===== src/rtl/demux1to2_32bit_stream_pkg.sv =====
// Shared defaults and slot-state encoding for the 1-to-2 stream demultiplexer.
package demux1to2_32bit_stream_pkg;

   localparam int WIDTH_DEF     = 32;
   localparam int CNT_WIDTH_DEF = 16;

   typedef enum logic {
      SLOT_EMPTY = 1'b0,
      SLOT_FULL  = 1'b1
   } slot_state_e;

endpackage


===== src/rtl/demux1to2_32bit_stream_if.sv =====
// Handshake bundle between the input source, the demux and its two output sinks.
interface demux1to2_32bit_stream_if #(
   parameter int WIDTH     = 32,
   parameter int CNT_WIDTH = 16
);
   logic [WIDTH-1:0]     In_Data;
   logic                 In_Sel;
   logic                 In_Valid;
   logic                 In_Ready;
   logic [WIDTH-1:0]     Out0_Data;
   logic                 Out0_Valid;
   logic                 Out0_Ready;
   logic [WIDTH-1:0]     Out1_Data;
   logic                 Out1_Valid;
   logic                 Out1_Ready;
   logic [CNT_WIDTH-1:0] Count0;
   logic [CNT_WIDTH-1:0] Count1;

   modport slave (
      input  In_Data, In_Sel, In_Valid, Out0_Ready, Out1_Ready,
      output In_Ready, Out0_Data, Out0_Valid, Out1_Data, Out1_Valid, Count0, Count1
   );

   modport master (
      output In_Data, In_Sel, In_Valid, Out0_Ready, Out1_Ready,
      input  In_Ready, Out0_Data, Out0_Valid, Out1_Data, Out1_Valid, Count0, Count1
   );
endinterface


===== src/rtl/demux1to2_32bit_stream_slot.sv =====
// Single-entry output slot: data register, EMPTY/FULL state flop and a wrapping
// delivered-word counter. Can_Load says the slot may be written this cycle.
module demux_out_slot
   import demux1to2_32bit_stream_pkg::*;
#(
   parameter int WIDTH     = WIDTH_DEF,
   parameter int CNT_WIDTH = CNT_WIDTH_DEF
) (
   input  logic                 Clk,
   input  logic                 Reset,
   input  logic                 Load,
   input  logic [WIDTH-1:0]     Load_Data,
   input  logic                 Out_Ready,
   output logic [WIDTH-1:0]     Out_Data,
   output logic                 Out_Valid,
   output logic [CNT_WIDTH-1:0] Count,
   output logic                 Can_Load
);

   slot_state_e          state_r;
   slot_state_e          state_nxt_s;
   logic [WIDTH-1:0]     data_r;
   logic [CNT_WIDTH-1:0] count_r;
   logic                 drain_s;

   // Drain/load qualification and next slot state
   always_comb begin
      drain_s     = 1'b0;
      can_load_default();
      state_nxt_s = state_r;
      case (state_r)
         SLOT_EMPTY: begin
            if (Load) state_nxt_s = SLOT_FULL;
            else      state_nxt_s = SLOT_EMPTY;
         end
         SLOT_FULL: begin
            drain_s = Out_Ready;
            if (Load)           state_nxt_s = SLOT_FULL;
            else if (Out_Ready) state_nxt_s = SLOT_EMPTY;
            else                state_nxt_s = SLOT_FULL;
         end
         default: state_nxt_s = SLOT_EMPTY;
      endcase
      Can_Load = (state_r == SLOT_EMPTY) | drain_s;
   end

   function automatic void can_load_default();
   endfunction

   // Slot state register
   always_ff @(posedge Clk) begin
      if (Reset) state_r <= SLOT_EMPTY;
      else       state_r <= state_nxt_s;
   end

   // Data register; a load while draining replaces the outgoing word
   always_ff @(posedge Clk) begin
      if (Reset)     data_r <= {WIDTH{1'b0}};
      else if (Load) data_r <= Load_Data;
      else           data_r <= data_r;
   end

   // Delivered-word counter, wraps silently
   always_ff @(posedge Clk) begin
      if (Reset)        count_r <= {CNT_WIDTH{1'b0}};
      else if (drain_s) count_r <= count_r + {{(CNT_WIDTH-1){1'b0}}, 1'b1};
      else              count_r <= count_r;
   end

   assign Out_Data  = data_r;
   assign Out_Valid = (state_r == SLOT_FULL);
   assign Count     = count_r;

endmodule


===== src/rtl/demux1to2_32bit_stream.sv =====
// Registered 1-to-2 stream demultiplexer: In_Sel steers each accepted word into
// one of two independent single-entry output slots.
module demux1to2_32bit_stream
   import demux1to2_32bit_stream_pkg::*;
#(
   parameter int WIDTH     = WIDTH_DEF,
   parameter int CNT_WIDTH = CNT_WIDTH_DEF
) (
   input  logic                   Clk,
   input  logic                   Reset,
   demux1to2_32bit_stream_if.slave bus
);

   logic can_load0_s;
   logic can_load1_s;
   logic in_ready_s;
   logic load0_s;
   logic load1_s;

   // Ready follows only the targeted slot, so a stalled channel never blocks the other
   always_comb begin
      in_ready_s = 1'b0;
      load0_s    = 1'b0;
      load1_s    = 1'b0;
      if (Reset) begin
         in_ready_s = 1'b0;
      end else begin
         if (bus.In_Sel) in_ready_s = can_load1_s;
         else            in_ready_s = can_load0_s;
      end
      load0_s = bus.In_Valid & in_ready_s & ~bus.In_Sel;
      load1_s = bus.In_Valid & in_ready_s &  bus.In_Sel;
   end

   assign bus.In_Ready = in_ready_s;

   demux_out_slot #(.WIDTH(WIDTH), .CNT_WIDTH(CNT_WIDTH)) u_slot0 (
      .Clk       (Clk),
      .Reset     (Reset),
      .Load      (load0_s),
      .Load_Data (bus.In_Data),
      .Out_Ready (bus.Out0_Ready),
      .Out_Data  (bus.Out0_Data),
      .Out_Valid (bus.Out0_Valid),
      .Count     (bus.Count0),
      .Can_Load  (can_load0_s)
   );

   demux_out_slot #(.WIDTH(WIDTH), .CNT_WIDTH(CNT_WIDTH)) u_slot1 (
      .Clk       (Clk),
      .Reset     (Reset),
      .Load      (load1_s),
      .Load_Data (bus.In_Data),
      .Out_Ready (bus.Out1_Ready),
      .Out_Data  (bus.Out1_Data),
      .Out_Valid (bus.Out1_Valid),
      .Count     (bus.Count1),
      .Can_Load  (can_load1_s)
   );

endmodule


===== src/flat_wrapper.sv =====
// flat-port wrapper written by rule: the top's interface ports become plain ports
module demux1to2_32bit_stream_flat import demux1to2_32bit_stream_pkg::*;
#(
   parameter int WIDTH     = WIDTH_DEF,
   parameter int CNT_WIDTH = CNT_WIDTH_DEF
)
  (Clk, Reset, bus_In_Data, bus_In_Sel, bus_In_Valid, bus_Out0_Ready, bus_Out1_Ready, bus_In_Ready, bus_Out0_Data, bus_Out0_Valid, bus_Out1_Data, bus_Out1_Valid, bus_Count0, bus_Count1);
  demux1to2_32bit_stream_if #(.WIDTH(WIDTH), .CNT_WIDTH(CNT_WIDTH)) bus_i ();
  input  logic Clk;
  input  logic Reset;
  input wire logic [$bits(bus_i.In_Data)-1:0] bus_In_Data;
  input wire logic [$bits(bus_i.In_Sel)-1:0] bus_In_Sel;
  input wire logic [$bits(bus_i.In_Valid)-1:0] bus_In_Valid;
  input wire logic [$bits(bus_i.Out0_Ready)-1:0] bus_Out0_Ready;
  input wire logic [$bits(bus_i.Out1_Ready)-1:0] bus_Out1_Ready;
  output wire logic [$bits(bus_i.In_Ready)-1:0] bus_In_Ready;
  output wire logic [$bits(bus_i.Out0_Data)-1:0] bus_Out0_Data;
  output wire logic [$bits(bus_i.Out0_Valid)-1:0] bus_Out0_Valid;
  output wire logic [$bits(bus_i.Out1_Data)-1:0] bus_Out1_Data;
  output wire logic [$bits(bus_i.Out1_Valid)-1:0] bus_Out1_Valid;
  output wire logic [$bits(bus_i.Count0)-1:0] bus_Count0;
  output wire logic [$bits(bus_i.Count1)-1:0] bus_Count1;
  assign bus_i.In_Data = bus_In_Data;
  assign bus_i.In_Sel = bus_In_Sel;
  assign bus_i.In_Valid = bus_In_Valid;
  assign bus_i.Out0_Ready = bus_Out0_Ready;
  assign bus_i.Out1_Ready = bus_Out1_Ready;
  assign bus_In_Ready = bus_i.In_Ready;
  assign bus_Out0_Data = bus_i.Out0_Data;
  assign bus_Out0_Valid = bus_i.Out0_Valid;
  assign bus_Out1_Data = bus_i.Out1_Data;
  assign bus_Out1_Valid = bus_i.Out1_Valid;
  assign bus_Count0 = bus_i.Count0;
  assign bus_Count1 = bus_i.Count1;
  demux1to2_32bit_stream #(.WIDTH(WIDTH), .CNT_WIDTH(CNT_WIDTH)) u_core (.Clk(Clk), .Reset(Reset), .bus(bus_i));
endmodule

===== config.mk =====
export PLATFORM = sky130hd
export DESIGN_NAME = demux1to2_32bit_stream_flat
export DESIGN_NICKNAME = d
export VERILOG_FILES = /design/src/rtl/demux1to2_32bit_stream_pkg.sv /design/src/rtl/demux1to2_32bit_stream_if.sv /design/src/rtl/demux1to2_32bit_stream_slot.sv /design/src/rtl/demux1to2_32bit_stream.sv /design/src/flat_wrapper.sv
export SDC_FILE = /design/constraint.sdc
export NUM_CORES = 1
export LEC_CHECK = 0
export CAP_MARGIN = 20
export CELL_PAD_IN_SITES_DETAIL_PLACEMENT = 1
export CELL_PAD_IN_SITES_GLOBAL_PLACEMENT = 2
export CORE_MARGIN = 1
export CORE_UTILIZATION = 26
export CTS_CLUSTER_SIZE = 25
export DETAILED_ROUTE_END_ITERATION = 10
export MAX_ROUTING_LAYER = met4
export PLACE_DENSITY_LB_ADDON = 0.1
export SKIP_LAST_GASP = 1
export SYNTH_ARGS = -nofsm -noshare
export SYNTH_HDL_FRONTEND = slang
export SYNTH_HIERARCHICAL = 1
export SYNTH_SLANG_ARGS = --single-unit

===== constraint.sdc =====
create_clock -name Clk -period 2.3 [get_ports Clk]
set_clock_uncertainty 0.1 [all_clocks]
set_input_delay 0.46 -clock Clk [delete_from_list [all_inputs] [get_ports Clk]]
set_output_delay 0.46 -clock Clk [all_outputs]
set_load 0.05 [all_outputs]

# Word-level counts from Yosys, hierarchy flattened
# Index checks and enable logic that the tools add are counted.
[word_totals] regBits=98 latch_bits=0 ramBits=0 rom_bits=0 input_bits=38 output_inout_bits=99 wordCells=28 mem_count=0
[op_classes] addsub=2 multipliers=0 div=0 n_lt_le_gt_ge=0 eq_ne=0 shift=0 n_mux=12 bitwise_logic=8 reduce_logical=0
[ops] op="$add A16 B1 Y16 const B" count=2
[ops] op="$mux W1" count=10
[ops] op="$pmux W1 S2" count=2
[ops] op="$and A1 B1 Y1" count=3
[ops] op="$not A1 Y1" count=3
[ops] op="$or A1 B1 Y1" count=2

# Longest topological paths before layout
[depth] depth_word=8 ltp_mapped=7 mapped_depth_nobuf=5

# Cells and area by module
# The synthesis kept the hierarchy.
[modules_own_cells] mod="demux_out_slot" instances=2 cells_per_inst=188 area_each_um2=1869.3 seq_area_each_um2=980.9
[modules_own_cells] mod="demux1to2_32bit_stream" instances=1 cells_per_inst=6 area_each_um2=47.5 seq_area_each_um2=0.0

# Worst setup path before layout
# No wires, ideal clock.
[synth_timing] path_kind="register to register" startpoint="reg u_core.u_slot0.count_r[0], in the netlist u_core/u_slot0/Count[0]" endpoint="reg u_core.u_slot0.count_r[14], in the netlist u_core/u_slot0/Count[14]" setup_ns=0.071 arrival_ns=1.827 required_ns=2.129 slack_ns=0.302 stages_incl_launch_ff=6 period_less_slack_ns=1.998 cell_sequence="dfxtp_1 > ha_1 > nand3_1 > nor2_1 > or4b_1 > a21oi_1"
[synth_via] elab_chain_len=1
[synth_lines] item="start, declared" line="demux1to2_32bit_stream_slot.sv:23" text="logic [CNT_WIDTH-1:0] count_r;"
[synth_lines] item="start signal, assigned" line="demux1to2_32bit_stream_slot.sv:65" text="if (Reset) count_r <= {CNT_WIDTH{1'b0}};"
[synth_lines] item="start signal, assigned" line="demux1to2_32bit_stream_slot.sv:66" text="else if (drain_s) count_r <= count_r + {{(CNT_WIDTH-1){1'b0}}, 1'b1};"
[synth_lines] item="start signal, assigned" line="demux1to2_32bit_stream_slot.sv:67" text="else count_r <= count_r;"
[synth_lines] item="$add A16 B1 Y16" line="demux1to2_32bit_stream_slot.sv:66"
# Every way passes these cells.
# A chain may end at the register's enable or synchronous reset.

# Final worst setup path
[layout_timing] startpoint="in bus_Out1_Ready" endpoint="out bus_In_Ready"
[layout_via] elab_chain_len=4
[layout_lines] item="start, declared" line="flat_wrapper.sv:15" text="input wire logic [$bits(bus_i.Out1_Ready)-1:0] bus_Out1_Ready;"
[layout_lines] item="$mux W1" line="demux1to2_32bit_stream_slot.sv:31" text="case (state_r)"
[layout_lines] item="$or A1 B1 Y1" line="demux1to2_32bit_stream_slot.sv:44" text="Can_Load = (state_r == SLOT_EMPTY) | drain_s;"
[layout_lines] item="via u_core.can_load1_s" line="demux1to2_32bit_stream.sv:15" text="logic can_load1_s;"
[layout_lines] item="$mux W1" line="demux1to2_32bit_stream.sv:28" text="if (bus.In_Sel) in_ready_s = can_load1_s;"
[layout_lines] item="$mux W1" line="demux1to2_32bit_stream.sv:25" text="if (Reset) begin"
[layout_lines] item="end, declared" line="flat_wrapper.sv:16" text="output wire logic [$bits(bus_i.In_Ready)-1:0] bus_In_Ready;"
# The timed path passes the listed nets, and every way through them passes these cells.

==> tab_implementation.tex <==
\begin{tabular}{lr}
\hline
Metric & Value \\
\hline
\multicolumn{2}{l}{\textbf{Run status}} \\
\quad Run status & finished, final reports clean \\
\multicolumn{2}{l}{\textbf{Logic synthesis}} \\
\quad Instance count of the mapped netlist & 382 \\
\quad Count of distinct cell types in the synthesized netlist & 30 \\
\quad Most common flop cell mapped by yosys & dfxtp\_1 \\
\quad Cell with the most instances after synthesis & dfxtp\_1 \\
\quad Main area contributors after synthesis & dfxtp\_1 52\%, mux2i\_1 17\%, nor2\_1 8.9\% \\
\quad Syn Nets & 422 \\
\quad Complex-gate fraction of the synthesized area & 0.03206 \\
\quad Area fraction of the dominant cell type after synthesis & 0.5182 \\
\quad Netlist area before placement & 0.003786 sq mm \\
\quad Xor and xnor fraction of the mapped netlist area & 0.05089 \\
\quad Share of synthesized area occupied by flip-flops and latches & 0.5182 \\
\quad Mux cell area share after synthesis & 0.1692 \\
\quad List of most frequent post-synthesis cells & 98 x dfxtp\_1, 90 x nor2\_1, 64 x mux2i\_1 \\
\quad Yosys warning count & 6 \\
\quad Combinational family with the most area after synthesis & simple AND/OR/NAND/NOR gates \\
\quad Async S/R FF share, synth & 0 \\
\quad Share of synthesized cell area in and, or, nand and nor gates & 0.1966 \\
\quad Cell taking the most area after synthesis & dfxtp\_1 \\
\quad Syn avg cell area & 9.911 sq um \\
\quad Post-synth EDFFs & 0 \\
\quad Total of flip-flops plus latches after synthesis & 98 \\
\quad Post-synthesis share of cell area spent on full adders, half adders and majority gates & 0.006609 \\
\multicolumn{2}{l}{\textbf{Floorplan}} \\
\quad Die extent in y & 122.7 um \\
\quad Count of pins on the block boundary & 137 \\
\quad Width of the chip & 122.7 um \\
\quad Area inside the core boundary & 0.01404 sq mm \\
\quad Effective utilization at floorplan & 0.2696 \\
\quad Die ar. & 0.01505 sq mm \\
\quad Placement Rows & 43 \\
\multicolumn{2}{l}{\textbf{Power and ir drop}} \\
\quad P\_leak & 0.002038 uW \\
\quad Comb power frac & 0.114 \\
\quad Worst vdd rail ir drop & 0.3721 mV \\
\quad Power share of the clock group & 0.445 \\
\quad Proportion of power drawn by flip-flops and latches & 0.441 \\
\quad Switching share of power & 0.2378 \\
\quad Total power per unit cell area & 690.8 mW/mm\^{}2 \\
\quad P\_sw & 948.2 uW \\
\quad Internal & 3040 uW \\
\multicolumn{2}{l}{\textbf{Detailed routing}} \\
\quad Detailed-routing iteration count for the pre-antenna-repair pass & 4 \\
\quad DRC violations left & 0 \\
\quad Wire length per cell after detailed routing & 14.87 um \\
\quad Vias/cell & 4.494 \\
\quad Residual antenna-violating net count after detailed routing & 0 \\
\quad Number of design-rule violations left by the first detailed-router iteration & 127 \\
\quad Total wire length & 10490 um \\
\quad Via count & 3168 \\
\multicolumn{2}{l}{\textbf{Setup path}} \\
\quad Type of origin of the critical path & primary input \\
\quad Critical Path RT & 1.74 ns \\
\quad Arrival @ worst endpoint & 1.65 ns \\
\quad Worst setup path start & bus\_Out1\_Ready \\
\quad Category of the worst setup path capture point & output port \\
\quad Maximum fanout encountered on the critical timing path & 5 \\
\quad R2R setup slack & 0.60 ns \\
\quad Reg2Reg Launch Point & u\_core/u\_slot0/Count[2] \\
\quad Type of the setup path with the least slack & in -> out \\
\multicolumn{2}{l}{\textbf{STA}} \\
\quad Sum Neg Setup Slack & 0 ns \\
\quad Shortest clock period the worst path allows after layout & 2.215 ns \\
\quad Final setup violation count & 0 \\
\quad Slew Viols, Final & 0 \\
\quad Least-Margin Pin Slew & 0.8219 ns \\
\quad Worst max-slew margin expressed relative to the limit & 0.4521 \\
\quad Setup repair after global routing missed its margin & false \\
\quad Max Fclk & 451.5 MHz \\
\quad Hold Violations, Final & 0 \\
\quad Portion of the clock cycle consumed by the worst path in the final layout & 0.9629 \\
\multicolumn{2}{l}{\textbf{Placement}} \\
\quad Final HPWL from detailed placement & 7271 um \\
\quad Placer congestion estimate & 0.7094 \\
\quad I/O Buffers & 136 \\
\quad Cell Area, Placed & 0.005418 sq mm \\
\multicolumn{2}{l}{\textbf{Global route}} \\
\quad Most crowded layer after global routing & met2 \\
\quad Met2 Resource Use GR & 0.2212 \\
\quad GRT met3 Usage & 0.05948 \\
\quad Met1 global-route usage & 0.1727 \\
\quad Pin count of the biggest net entering global routing & 78 \\
\quad First-pass GRT wire length & 16110 um \\
\quad Global route overflow & 0 \\
\quad Initial antenna violation count & 0 \\
\quad Vias in the first global route & 3119 \\
\quad Total GRT Usage & 0.1453 \\
\multicolumn{2}{l}{\textbf{Clock network}} \\
\quad \# Post-CTS Setup Buffers & 0 \\
\quad Clock-pin slew on the worst setup and hold paths & 0.07 ns \\
\quad Inserted Clock Buffers & 9 \\
\quad TritonCTS clock tree & yes \\
\quad Clock Latency Late Sink & 0.35 ns \\
\quad Longest Clk Path Bufs & 2 \\
\quad CTS H-tree lvls & 3 \\
\quad Clock tree root driver cell & clkbuf\_16 \\
\quad Clock tree sinks & 98 \\
\multicolumn{2}{l}{\textbf{Finish}} \\
\quad Fraction of final layout cells with drive strength greater than 1 & 0.08190 \\
\quad Area growth from synthesis to layout & 52.48\% \\
\quad Final net count & 560 \\
\quad Final core utilization & 0.4111 \\
\quad Design area & 0.005773 sq mm \\
\quad Ant. Diodes & 0 \\
\multicolumn{2}{l}{\textbf{Hold path}} \\
\quad Hold WC Path Type & in -> reg \\
\quad Startpoint of the worst hold path & Reset \\
\multicolumn{2}{l}{\textbf{Flow run}} \\
\quad Number of violations of the max-capacitance limit & 0 \\
\hline
\end{tabular}
what timing repair did:
action / 4_1_cts / 5_1_grt
hold endpoints to repair: 0 / 0
endpoints found under the setup margin: 0 / 1
hold buffers: 0 / 0
resized for setup: 0 / 1
registers in the layout, indices dropped and copies added, names as in the netlist:
signal / flops
u_core/u_slot0/Count: 16
u_core/u_slot0/Out_Data: 32
u_core/u_slot0/Out_Valid: 1
u_core/u_slot1/Count: 16
u_core/u_slot1/Out_Data: 32
u_core/u_slot1/Out_Valid: 1
logic make-up (layout without fill, tap and decap cells):
kind of cell    Yosys count  count (layout)
buf+inv                  24             167
simple gates            151             151
flops                    98              98
mux                      64              64
xor+xnor                 22              22
compound gates           21              21
fa+ha+maj                 2               2
power groups by stage:
stage               registers (uW)  logic (uW)  clock network [uW]
floorplan                     1940         118                   0
global placement              1800         457                   0
detailed placement            1800         460                   0
CTS                           1760         462                1850
global route                  1760         481                1910
finish                        1760         455                1770
layer usage:
metal | vias to the layer above | wire length, um
met3 | 12 | 755
li1 | 1566 | -
met2 | 85 | 4799
met1 | 1505 | 4801
met4 | 0 | 129
met5 | - | 0
stage by stage:
step	std cells	power, uW	setup WS (ns)	hold WS (ns)
after floorplan	382	2055	0.3021	0.5072
after global placement	689	2254	0.07776	0.3675
after detailed placement	689	2259	0.01434	0.3712
after CTS	705	4072	0.03448	0.3637
after global routing	705	4154	0.007266	0.3678
final	705	3988	0.08533	0.3676
cell usage in the layout (no fill, tap or decap), types with 9 or more instances in the layout:
cell type / count
a21oi_1: 12
buf_4: 10
clkbuf_16: 9
clkdlybuf4s50_1: 134
dfxtp_1: 98
mux2i_1: 64
nand2_1: 15
nand3_1: 10
nor2_1: 88
xor2_1: 14
worst paths after layout:
| path | to | cells past startpoint |
|---|---|---|
| hold / removal | u_core/u_slot1/Count[10] | 2 |
| setup / recovery | bus_In_Ready | 5 |
| setup reg to reg | u_core/u_slot0/Count[14] | 4 |
| hold reg to reg | u_core/u_slot0/Count[15] | 2 |
layout make-up:
type                            count  area (sq um)
Clock buffer                       11         252.7
Clock inverter                      5         100.1
Fill cell                        1571          8269
Inverter                            4         15.01
Multi-Input combinational cell    260          1742
Sequential cell                    98          1962
Tap cell                          180         225.2
Timing Repair Buffer              147          1476
worst max-delay path, cell delays in order:
cell and delay [ns]:
clkdlybuf4s50_1 0.53, nand2b_1 0.15, nand2_1 0.12, a21oi_2 0.22, buf_12 0.16
Power figures use the tool's default switching activity.
